`config.mk`:
```
export PLATFORM = sky130hd
export DESIGN_NAME = motor_coords_tx_flat
export DESIGN_NICKNAME = d
export VERILOG_FILES = /design/src/rtl/motor_coords_tx_pkg.sv /design/src/rtl/motor_coords_tx_if.sv /design/src/rtl/motor_coords_tx.sv /design/src/flat_wrapper.sv
export SDC_FILE = /design/constraint.sdc
export NUM_CORES = 1
export LEC_CHECK = 0
export CAP_MARGIN = 40
export CELL_PAD_IN_SITES_DETAIL_PLACEMENT = 1
export CELL_PAD_IN_SITES_GLOBAL_PLACEMENT = 2
export CORE_MARGIN = 3
export CORE_UTILIZATION = 28
export CTS_BUF_LIST = sky130_fd_sc_hd__clkbuf_16
export DETAILED_ROUTE_END_ITERATION = 10
export HOLD_SLACK_MARGIN = 0.08
export PLACE_DENSITY = 0.85
export SYNTH_ARGS = -nofsm -noshare
export SYNTH_HDL_FRONTEND = slang
export SYNTH_SLANG_ARGS = --single-unit
```
`constraint.sdc`:
```
create_clock -name clk -period 2.4 [get_ports clk]
set_input_delay 0.24 -clock clk [delete_from_list [all_inputs] [get_ports clk]]
set_output_delay 0.24 -clock clk [all_outputs]
set_load 0.005 [all_outputs]
```
`src/rtl/motor_coords_tx_pkg.sv`:
```
// Shared definitions for the motor-coordinate frame: FSM states, byte indices
// within a frame and the default end-of-frame marker (reused by the receiver).
package motor_coords_tx_pkg;

    typedef enum logic [1:0] {
        IDLE = 2'd0,
        SEND = 2'd1,
        WAIT = 2'd2,
        DONE = 2'd3
    } state_e;

    localparam logic [2:0] IDX_M1L = 3'd0;
    localparam logic [2:0] IDX_M1U = 3'd1;
    localparam logic [2:0] IDX_M2L = 3'd2;
    localparam logic [2:0] IDX_M2U = 3'd3;
    localparam logic [2:0] IDX_M3L = 3'd4;
    localparam logic [2:0] IDX_M3U = 3'd5;
    localparam logic [2:0] IDX_TRL = 3'd6;

    localparam logic [7:0] DEFAULT_TRAILER = 8'd254;

    // Index of the final byte of a frame, with or without the trailer.
    function automatic logic [2:0] last_idx(input bit use_trailer);
        return use_trailer ? IDX_TRL : IDX_M3U;
    endfunction

endpackage

```
`src/rtl/motor_coords_tx_if.sv`:
```
// Byte link between the frame serializer (master) and the UART transmitter (slave).
// tx_start is a one-cycle request with byte_out valid alongside it and held until the
// next request; tx_done_tick is the one-cycle acknowledgement that the byte has left.
interface motor_coords_tx_if;

    logic       tx_start;
    logic [7:0] byte_out;
    logic       tx_done_tick;

    modport master (
        output tx_start,
        output byte_out,
        input  tx_done_tick
    );

    modport slave (
        input  tx_start,
        input  byte_out,
        output tx_done_tick
    );

endinterface

```
`src/rtl/motor_coords_tx.sv`:
```
// Latches three 16-bit motor positions on start_tick and serializes them
// low byte first (plus optional trailer) to the UART transmitter.
module motor_coords_tx
    import motor_coords_tx_pkg::*;
#(
    parameter bit         USE_TRAILER  = 1'b1,
    parameter logic [7:0] TRAILER_BYTE = DEFAULT_TRAILER
) (
    input  logic               clk,
    input  logic               reset,
    input  logic               start_tick,
    input  logic [15:0]        m1_pos,
    input  logic [15:0]        m2_pos,
    input  logic [15:0]        m3_pos,
    motor_coords_tx_if.master  tx,
    output logic               busy,
    output logic               done_tick,
    output state_e             dbg_state
);

    localparam logic [2:0] LAST = last_idx(USE_TRAILER);

    state_e      state;
    logic [2:0]  counter;
    logic [15:0] m1_q;
    logic [15:0] m2_q;
    logic [15:0] m3_q;
    logic        tx_start_q;
    logic [7:0]  byte_q;
    logic [2:0]  next_idx;
    logic [7:0]  next_byte;

    // The byte for the next request is selected ahead so byte_out lands with tx_start.
    assign next_idx = counter + 3'd1;

    always_comb begin
        next_byte = TRAILER_BYTE;
        case (next_idx)
            IDX_M1L: next_byte = m1_q[7:0];
            IDX_M1U: next_byte = m1_q[15:8];
            IDX_M2L: next_byte = m2_q[7:0];
            IDX_M2U: next_byte = m2_q[15:8];
            IDX_M3L: next_byte = m3_q[7:0];
            IDX_M3U: next_byte = m3_q[15:8];
            IDX_TRL: next_byte = TRAILER_BYTE;
            default: next_byte = TRAILER_BYTE;
        endcase
    end

    always_ff @(posedge clk) begin
        if (reset) begin
            state      <= IDLE;
            counter    <= '0;
            m1_q       <= '0;
            m2_q       <= '0;
            m3_q       <= '0;
            tx_start_q <= 1'b0;
            byte_q     <= '0;
            busy       <= 1'b0;
            done_tick  <= 1'b0;
        end else begin
            tx_start_q <= 1'b0;
            done_tick  <= 1'b0;
            case (state)
                IDLE: begin
                    if (start_tick) begin
                        m1_q       <= m1_pos;
                        m2_q       <= m2_pos;
                        m3_q       <= m3_pos;
                        counter    <= IDX_M1L;
                        byte_q     <= m1_pos[7:0];
                        tx_start_q <= 1'b1;
                        busy       <= 1'b1;
                        state      <= SEND;
                    end
                end
                SEND: state <= WAIT;
                WAIT: begin
                    // start_tick is deliberately not looked at here.
                    if (tx.tx_done_tick) begin
                        if (counter == LAST) begin
                            done_tick <= 1'b1;
                            state     <= DONE;
                        end else begin
                            counter    <= next_idx;
                            byte_q     <= next_byte;
                            tx_start_q <= 1'b1;
                            state      <= SEND;
                        end
                    end
                end
                DONE: begin
                    busy  <= 1'b0;
                    state <= IDLE;
                end
                default: state <= IDLE;
            endcase
        end
    end

    assign tx.tx_start = tx_start_q;
    assign tx.byte_out = byte_q;
    assign dbg_state   = state;

endmodule

```
`src/flat_wrapper.sv`:
```
// flat-port wrapper written by rule: the top's interface ports become plain ports
module motor_coords_tx_flat import motor_coords_tx_pkg::*;
#(
    parameter bit         USE_TRAILER  = 1'b1,
    parameter logic [7:0] TRAILER_BYTE = DEFAULT_TRAILER
)
  (clk, reset, start_tick, m1_pos, m2_pos, m3_pos, busy, done_tick, dbg_state, tx_tx_start, tx_byte_out, tx_tx_done_tick);
  motor_coords_tx_if tx_i ();
  input  logic clk;
  input  logic reset;
  input  logic start_tick;
  input  logic [15:0] m1_pos;
  input  logic [15:0] m2_pos;
  input  logic [15:0] m3_pos;
  output logic busy;
  output logic done_tick;
  output state_e dbg_state;
  output wire logic [$bits(tx_i.tx_start)-1:0] tx_tx_start;
  output wire logic [$bits(tx_i.byte_out)-1:0] tx_byte_out;
  input wire logic [$bits(tx_i.tx_done_tick)-1:0] tx_tx_done_tick;
  assign tx_tx_start = tx_i.tx_start;
  assign tx_byte_out = tx_i.byte_out;
  assign tx_i.tx_done_tick = tx_tx_done_tick;
  motor_coords_tx #(.USE_TRAILER(USE_TRAILER), .TRAILER_BYTE(TRAILER_BYTE)) u_core (.clk(clk), .reset(reset), .start_tick(start_tick), .m1_pos(m1_pos), .m2_pos(m2_pos), .m3_pos(m3_pos), .tx(tx_i), .busy(busy), .done_tick(done_tick), .dbg_state(dbg_state));
endmodule
```
# --- Yosys cells after proc, flatten, opt, wreduce, memory -nomap -nowiden ---
# Cells that the tools add are included.
totals:
  register_bits: 64
  in_bits: 52
  output_inout_bits: 13
classes:
  bitwise: 2
  reduce_logical: 9
  n_addsub: 1
  mux: 20
  n_eq_ne: 12
op_table:
  columns: ["operator", "n"]
  rows:
  - ["8-bit case mux with 6 select lines", 1]
  - ["8-bit two-way mux", 3]
  - ["8-bit case mux with 2 select lines", 1]
  - ["3-bit equality test (second input constant)", 3]
  - ["3-bit two-way mux", 3]
  - ["2-bit case mux with 4 select lines", 1]
  - ["3-bit by 2-bit equality test with 1-bit output (second input constant)", 2]
  - ["2-bit two-way mux", 3]
  - ["2-bit inequality test (second input constant)", 3]
  - ["3-bit case mux with 2 select lines", 1]
  - ["2-bit AND reduction", 3]
  - ["1-bit two-way mux", 5]
  - ["2-bit equality test (second input constant)", 2]
  - ["1-bit case mux with 2 select lines", 2]
  - ["4-bit AND reduction", 1]
  - ["2-bit nonzero test", 2]
  - ["3-bit by 1-bit adder with 3-bit output (second input constant)", 1]
  - ["3-bit by 1-bit equality test with 1-bit output (second input constant)", 1]
  - ["3-bit logical NOT", 1]
  - ["3-bit OR reduction", 1]
  - ["2-bit by 1-bit equality test with 1-bit output (second input constant)", 1]
  - ["2-bit logical NOT", 1]
  - ["1-bit NOT", 2]

# --- Logic depth before layout (Yosys ltp) ---
depth:
  depth_word: 6
  depth_mapped: 8
  ltp_nobuf: 6

# --- Worst setup path after synthesis ---
# Ideal clock, no wire load.
synth_path:
  path_kind: "register to register"
  startpoint: "register u_core.counter[0]"
  endpoint: "register u_core.byte_q[5] (netlist: u_core.tx.byte_out[5])"
  slack_ps: 555
  stages_incl_launch_ff: 6
  n_path_buf: 0
  arrival_time_ps: 1727
  t_required_ps: 2283
  period_less_slack_ps: 1845
  cell_sequence: "dfxtp_1 > ha_1 > xnor2_2 > mux2_4 > a211o_1 > a32o_1"
synth_between:
  elab_chain_cells: 6
  elab_cells_between_ends: 14
  classes_between: "add/sub: 1; eq/ne: 7; mux: 4; reduce/logical: 2"
synth_rtl:
  columns: ["item", "line_no", "rtl"]
  rows:
  - ["start: declaration", "motor_coords_tx.sv:24", "logic [2:0] counter;"]
  - ["start signal: assignment", "motor_coords_tx.sv:85", "counter <= next_idx;"]
  - ["3-bit by 1-bit adder with 3-bit output", "motor_coords_tx.sv:34", "assign next_idx = counter + 3'd1;"]
  - ["3-bit equality test (tied with other cells)", "motor_coords_tx.sv:38", "case (next_idx)"]
  - ["8-bit case mux with 6 select lines", "motor_coords_tx.sv:38", null]
  - ["8-bit two-way mux", "motor_coords_tx.sv:81", "if (counter == LAST) begin"]
  - ["8-bit two-way mux", "motor_coords_tx.sv:80", "if (tx.tx_done_tick) begin"]
  - ["8-bit case mux with 2 select lines", "motor_coords_tx.sv:64", "case (state)"]
  - ["end signal: assignment", "motor_coords_tx.sv:71", "byte_q <= m1_pos[7:0];"]
  - ["end signal: assignment", "motor_coords_tx.sv:86", "byte_q <= next_byte;"]
  - ["end: declaration", "motor_coords_tx.sv:29", "logic [7:0] byte_q;"]
# Several ways; a longest one is shown, not always the timed one. The select of a mux whose other input is x is not followed.
# A chain may end at the register's enable or synchronous reset.

# --- Final worst setup path ---
layout_path:
  startpoint: "register u_core.counter[0]"
  endpoint: "register u_core.counter[0]"
layout_between:
  elab_chain_cells: 4
  elab_cells_between_ends: 7
  classes_between: "add/sub: 1; eq/ne: 2; mux: 3; reduce/logical: 1"
layout_rtl:
  columns: ["item", "line_no"]
  rows:
  - ["3-bit by 1-bit adder with 3-bit output", "motor_coords_tx.sv:34"]
  - ["3-bit two-way mux", "motor_coords_tx.sv:81"]
  - ["3-bit two-way mux", "motor_coords_tx.sv:80"]
  - ["3-bit case mux with 2 select lines", "motor_coords_tx.sv:64"]
# Several ways; a longest one is shown, not always the timed one. The select of a mux whose other input is x is not followed.

==> impl_metrics.py <==
metrics = {
    "job": {
        "drv_cap": 0,
    },
    "sta": {
        "fin_ws_ns": 0.154,
        "tns_ns": 0,
        "timing.fmax_mhz": 445,
        "timing.slew.headroom_pct": 60.9,
        "slew_violations": 0,
        "setup_viol": 0,
        "hold_viol": 0,
        "worstMarginPinSlew_ns": 0.585,
        "fin_crit_sh_pct": 93.6,
        "rsz0062_at_grt": "false",
        "finalCriticalPeriod_ns": 2.25,
        "finalClockSkew_ns": 0.00698,
    },
    "routing": {
        "vias": 2616,
        "totalWireLength_microns": 8460,
        "viasPerCell": 4.96,
        "drtIter0Drc": 146,
        "drc": 0,
        "dr.pass1.iters": 7,
        "wire_per_inst_microns": 16.1,
        "final_antenna_net_count": 0,
    },
    "power_and_ir_drop": {
        "p_leak_uw": 0.00135,
        "ir_drop_mv": 0.400,
        "cellPowerDensity_mw_per_mm2": 716,
    },
    "clocking": {
        "clkTransAtPathRegs_ns": 0.05,
        "cts_tree": "yes",
        "clock-root-buffer": "clkbuf_16",
        "cts.sinks": 64,
        "h-tree-depth": 3,
        "cts_setup_buffers": 0,
        "cts-buffers-inserted": 9,
        "cts.path.max_buffers": 2,
        "clkLatencyLatePin_ns": 0.32,
    },
    "placed_design": {
        "place_ws_ns": 0.196,
        "port_buffers": 64,
        "hpwl_microns": 5990,
        "finalWeightedCongestion": 0.796,
        "placed_cells": 512,
    },
    "finish": {
        "n_antenna_cell": 0,
        "drive_gt1_share_pct": 9.55,
        "finalNonFillerCells": 527,
        "nets": 451,
        "area_growth_pct": 37.6,
    },
    "yosys": {
        "synth-edff-count": 0,
        "yosysWarnings": 0,
        "synth_top_area_share_pct": 47.0,
        "synthesis.area_sq_mm": 0.00273,
        "synth_area_leaders": "dfxtp_1 47%, nand2_1 14%, a21oi_1 10%",
        "synth_area_per_cell_sq_um": 8.06,
        "synth_ff_type": "dfxtp_1",
        "synthArstFlopShare_pct": 0,
        "synth_most_common_cell": "nand2_1",
        "synth_common_cells": "102 x nand2_1, 64 x dfxtp_1, 56 x a21oi_1",
        "syn-instance-count": 338,
        "ys_seq_area_share_pct": 47.0,
        "synth.distinct_cells": 36,
        "ys_seq_elements": 64,
        "syn-num-nets": 395,
        "synth_top_area_cell": "dfxtp_1",
    },
    "setup_path": {
        "worstReg2RegStart": "u_core.counter[0]$_SDFFE_PP0P_",
        "worstRegToRegCells": 6,
        "critical_path.startpoint_type": "flip-flop",
        "reg2reg_to": "u_core.counter[0]$_SDFFE_PP0P_",
        "ff2ff_setup_slack_ns": 0.15,
        "end_kind": "flip-flop",
        "worstPathRequired_ns": 2.64,
        "crit_path_max_fanout": 12,
        "arrival_ns": 2.49,
        "critPathKind": "flip-flop to flip-flop",
    },
    "global_routing": {
        "grt_pass1_wl_microns": 14100,
        "antenna_found_initial": 0,
        "overflow": 0,
        "grt_pass1_vias": 2747,
        "grt_use_total_pct": 16.0,
        "grt_max_degree": 56,
    },
    "floorplan": {
        "core-area_sq_mm": 0.00933,
        "initial_utilization_pct": 29.2,
        "io_pins": 65,
        "die_w_microns": 105,
        "die_h_microns": 105,
        "row_count": 35,
        "dieArea_sq_mm": 0.0110,
    },
    "min_path": {
        "hold_depth": 4,
        "min_to": "u_core.tx.byte_out[2]$_SDFFE_PP0P_",
        "hold_start": "reset",
        "hold_path_class": "input pin to flip-flop",
    },
    "run_status": {
        "outcome": "complete, no violations",
    },
}
[cell usage in the layout (no fill, tap or decap)]
cell,synthesis,final
or2_2,1,1
clkinvlp_4,0,1
a211o_1,1,1
inv_1,9,11
or3b_2,1,1
nand4_1,1,1
mux2i_1,2,2
o21a_1,1,1
buf_4,0,8
a21oi_1,56,56
buf_2,5,1
buf_12,0,1
nor3b_2,0,1
a31o_2,6,6
nor3_1,4,4
nor2_1,3,3
clkdlybuf4s50_1,0,63
ha_1,5,5
clkinv_2,0,3
nor3_2,1,1
o21ai_0,10,10
dfxtp_1,64,64
clkbuf_16,0,9
xnor2_2,1,1
a222oi_1,2,2
a31oi_2,0,1
a32o_1,2,2
nand3b_1,3,3
o311ai_1,1,1
nand3_1,1,1
nand2_1,102,102
or4b_2,1,1
mux2_4,1,1
a221oi_1,12,12
or3_1,1,1
a22oi_1,12,12
nor2b_1,2,2
or4_1,1,1
mux2_2,1,1
[sequential cells by signal, summed over array words and instances (netlist names)]
register	flops
u_core.busy	1
u_core.counter	3
u_core.dbg_state	2
u_core.done_tick	1
u_core.m1_q	16
u_core.m2_q	16
u_core.m3_q	16
u_core.tx.byte_out	8
u_core.tx.tx_start	1
[logic make-up (layout without fill, tap and decap cells)]
family | after synthesis | count (layout) | synth area share (%)
compound gates | 104 | 104 | 23.8
fa+ha+maj | 5 | 5 | 2.30
flops | 64 | 64 | 47.0
xor+xnor | 1 | 1 | 0.597
buf+inv | 37 | 97 | 5.60
simple gates | 123 | 123 | 19.0
mux | 4 | 4 | 1.70
[stage by stage]
step	utilization [%]	power (uW)	hold slack (ns)	cell area, sq um
finish	40.2	2690	0.356	3750
global route	40.2	2820	0.394	3750
CTS	40.1	2730	0.335	3740
detailed placement	37.4	1590	0.450	3490
global placement	37.4	1580	0.444	3490
floorplan	-	1380	0.376	2730
[worst max-delay path by stage]
stage / end / depth (start not counted) / slack, ns / startpoint
final: u_core.counter[0]$_SDFFE_PP0P_ / 6 / 0.15 / u_core.counter[0]$_SDFFE_PP0P_
after global routing: u_core.counter[0]$_SDFFE_PP0P_ / 6 / 0.01 / u_core.counter[0]$_SDFFE_PP0P_
after CTS: u_core.counter[0]$_SDFFE_PP0P_ / 6 / 0.12 / u_core.counter[0]$_SDFFE_PP0P_
after detailed placement: u_core.counter[0]$_SDFFE_PP0P_ / 6 / 0.20 / u_core.counter[0]$_SDFFE_PP0P_
after global placement: u_core.counter[0]$_SDFFE_PP0P_ / 6 / 0.34 / u_core.counter[0]$_SDFFE_PP0P_
after floorplan: u_core.tx.byte_out[5]$_SDFFE_PP0P_ / 5 / 0.56 / u_core.counter[0]$_SDFFE_PP0P_
[per-layer routing]
| layer | routed length, microns | track usage [%] |
|---|---|---|
| met5 | 0 | 0 |
| met4 | 133 | 4.97 |
| met3 | 401 | 5.25 |
| met2 | 4160 | 26.9 |
| met1 | 3770 | 19.5 |
[report_power, final]
group	internal, uW	switching, uW	total [uW]
Clock	678	445	1120
Sequential	1140	56.3	1200
Combinational	192	176	368
[cell type report]
cell class | count | area (sq um)
sequential | 64 | 1280
inverter | 9 | 33.8
multi-input combinational | 237 | 1300
tap | 129 | 161
fill | 1109 | 5580
timing repair buffer | 73 | 716
clock inverter | 6 | 30.0
clock buffer | 9 | 225
[worst max-delay path, cell delays in order (launching register included)]
cell,delay [ns]
dfxtp_1,0.44
inv_1,0.11
ha_1,0.38
nand2_1,0.21
a31oi_2,0.20
or4b_2,0.66
a21oi_1,0.17
[timing repair]
action	4_1_cts	5_1_grt
hold buffers	0	0
endpoints found under the setup margin	0	9
endpoints found under the hold margin	0	0
gates resized for setup	0	1
(Power assumes the default switching activity.)
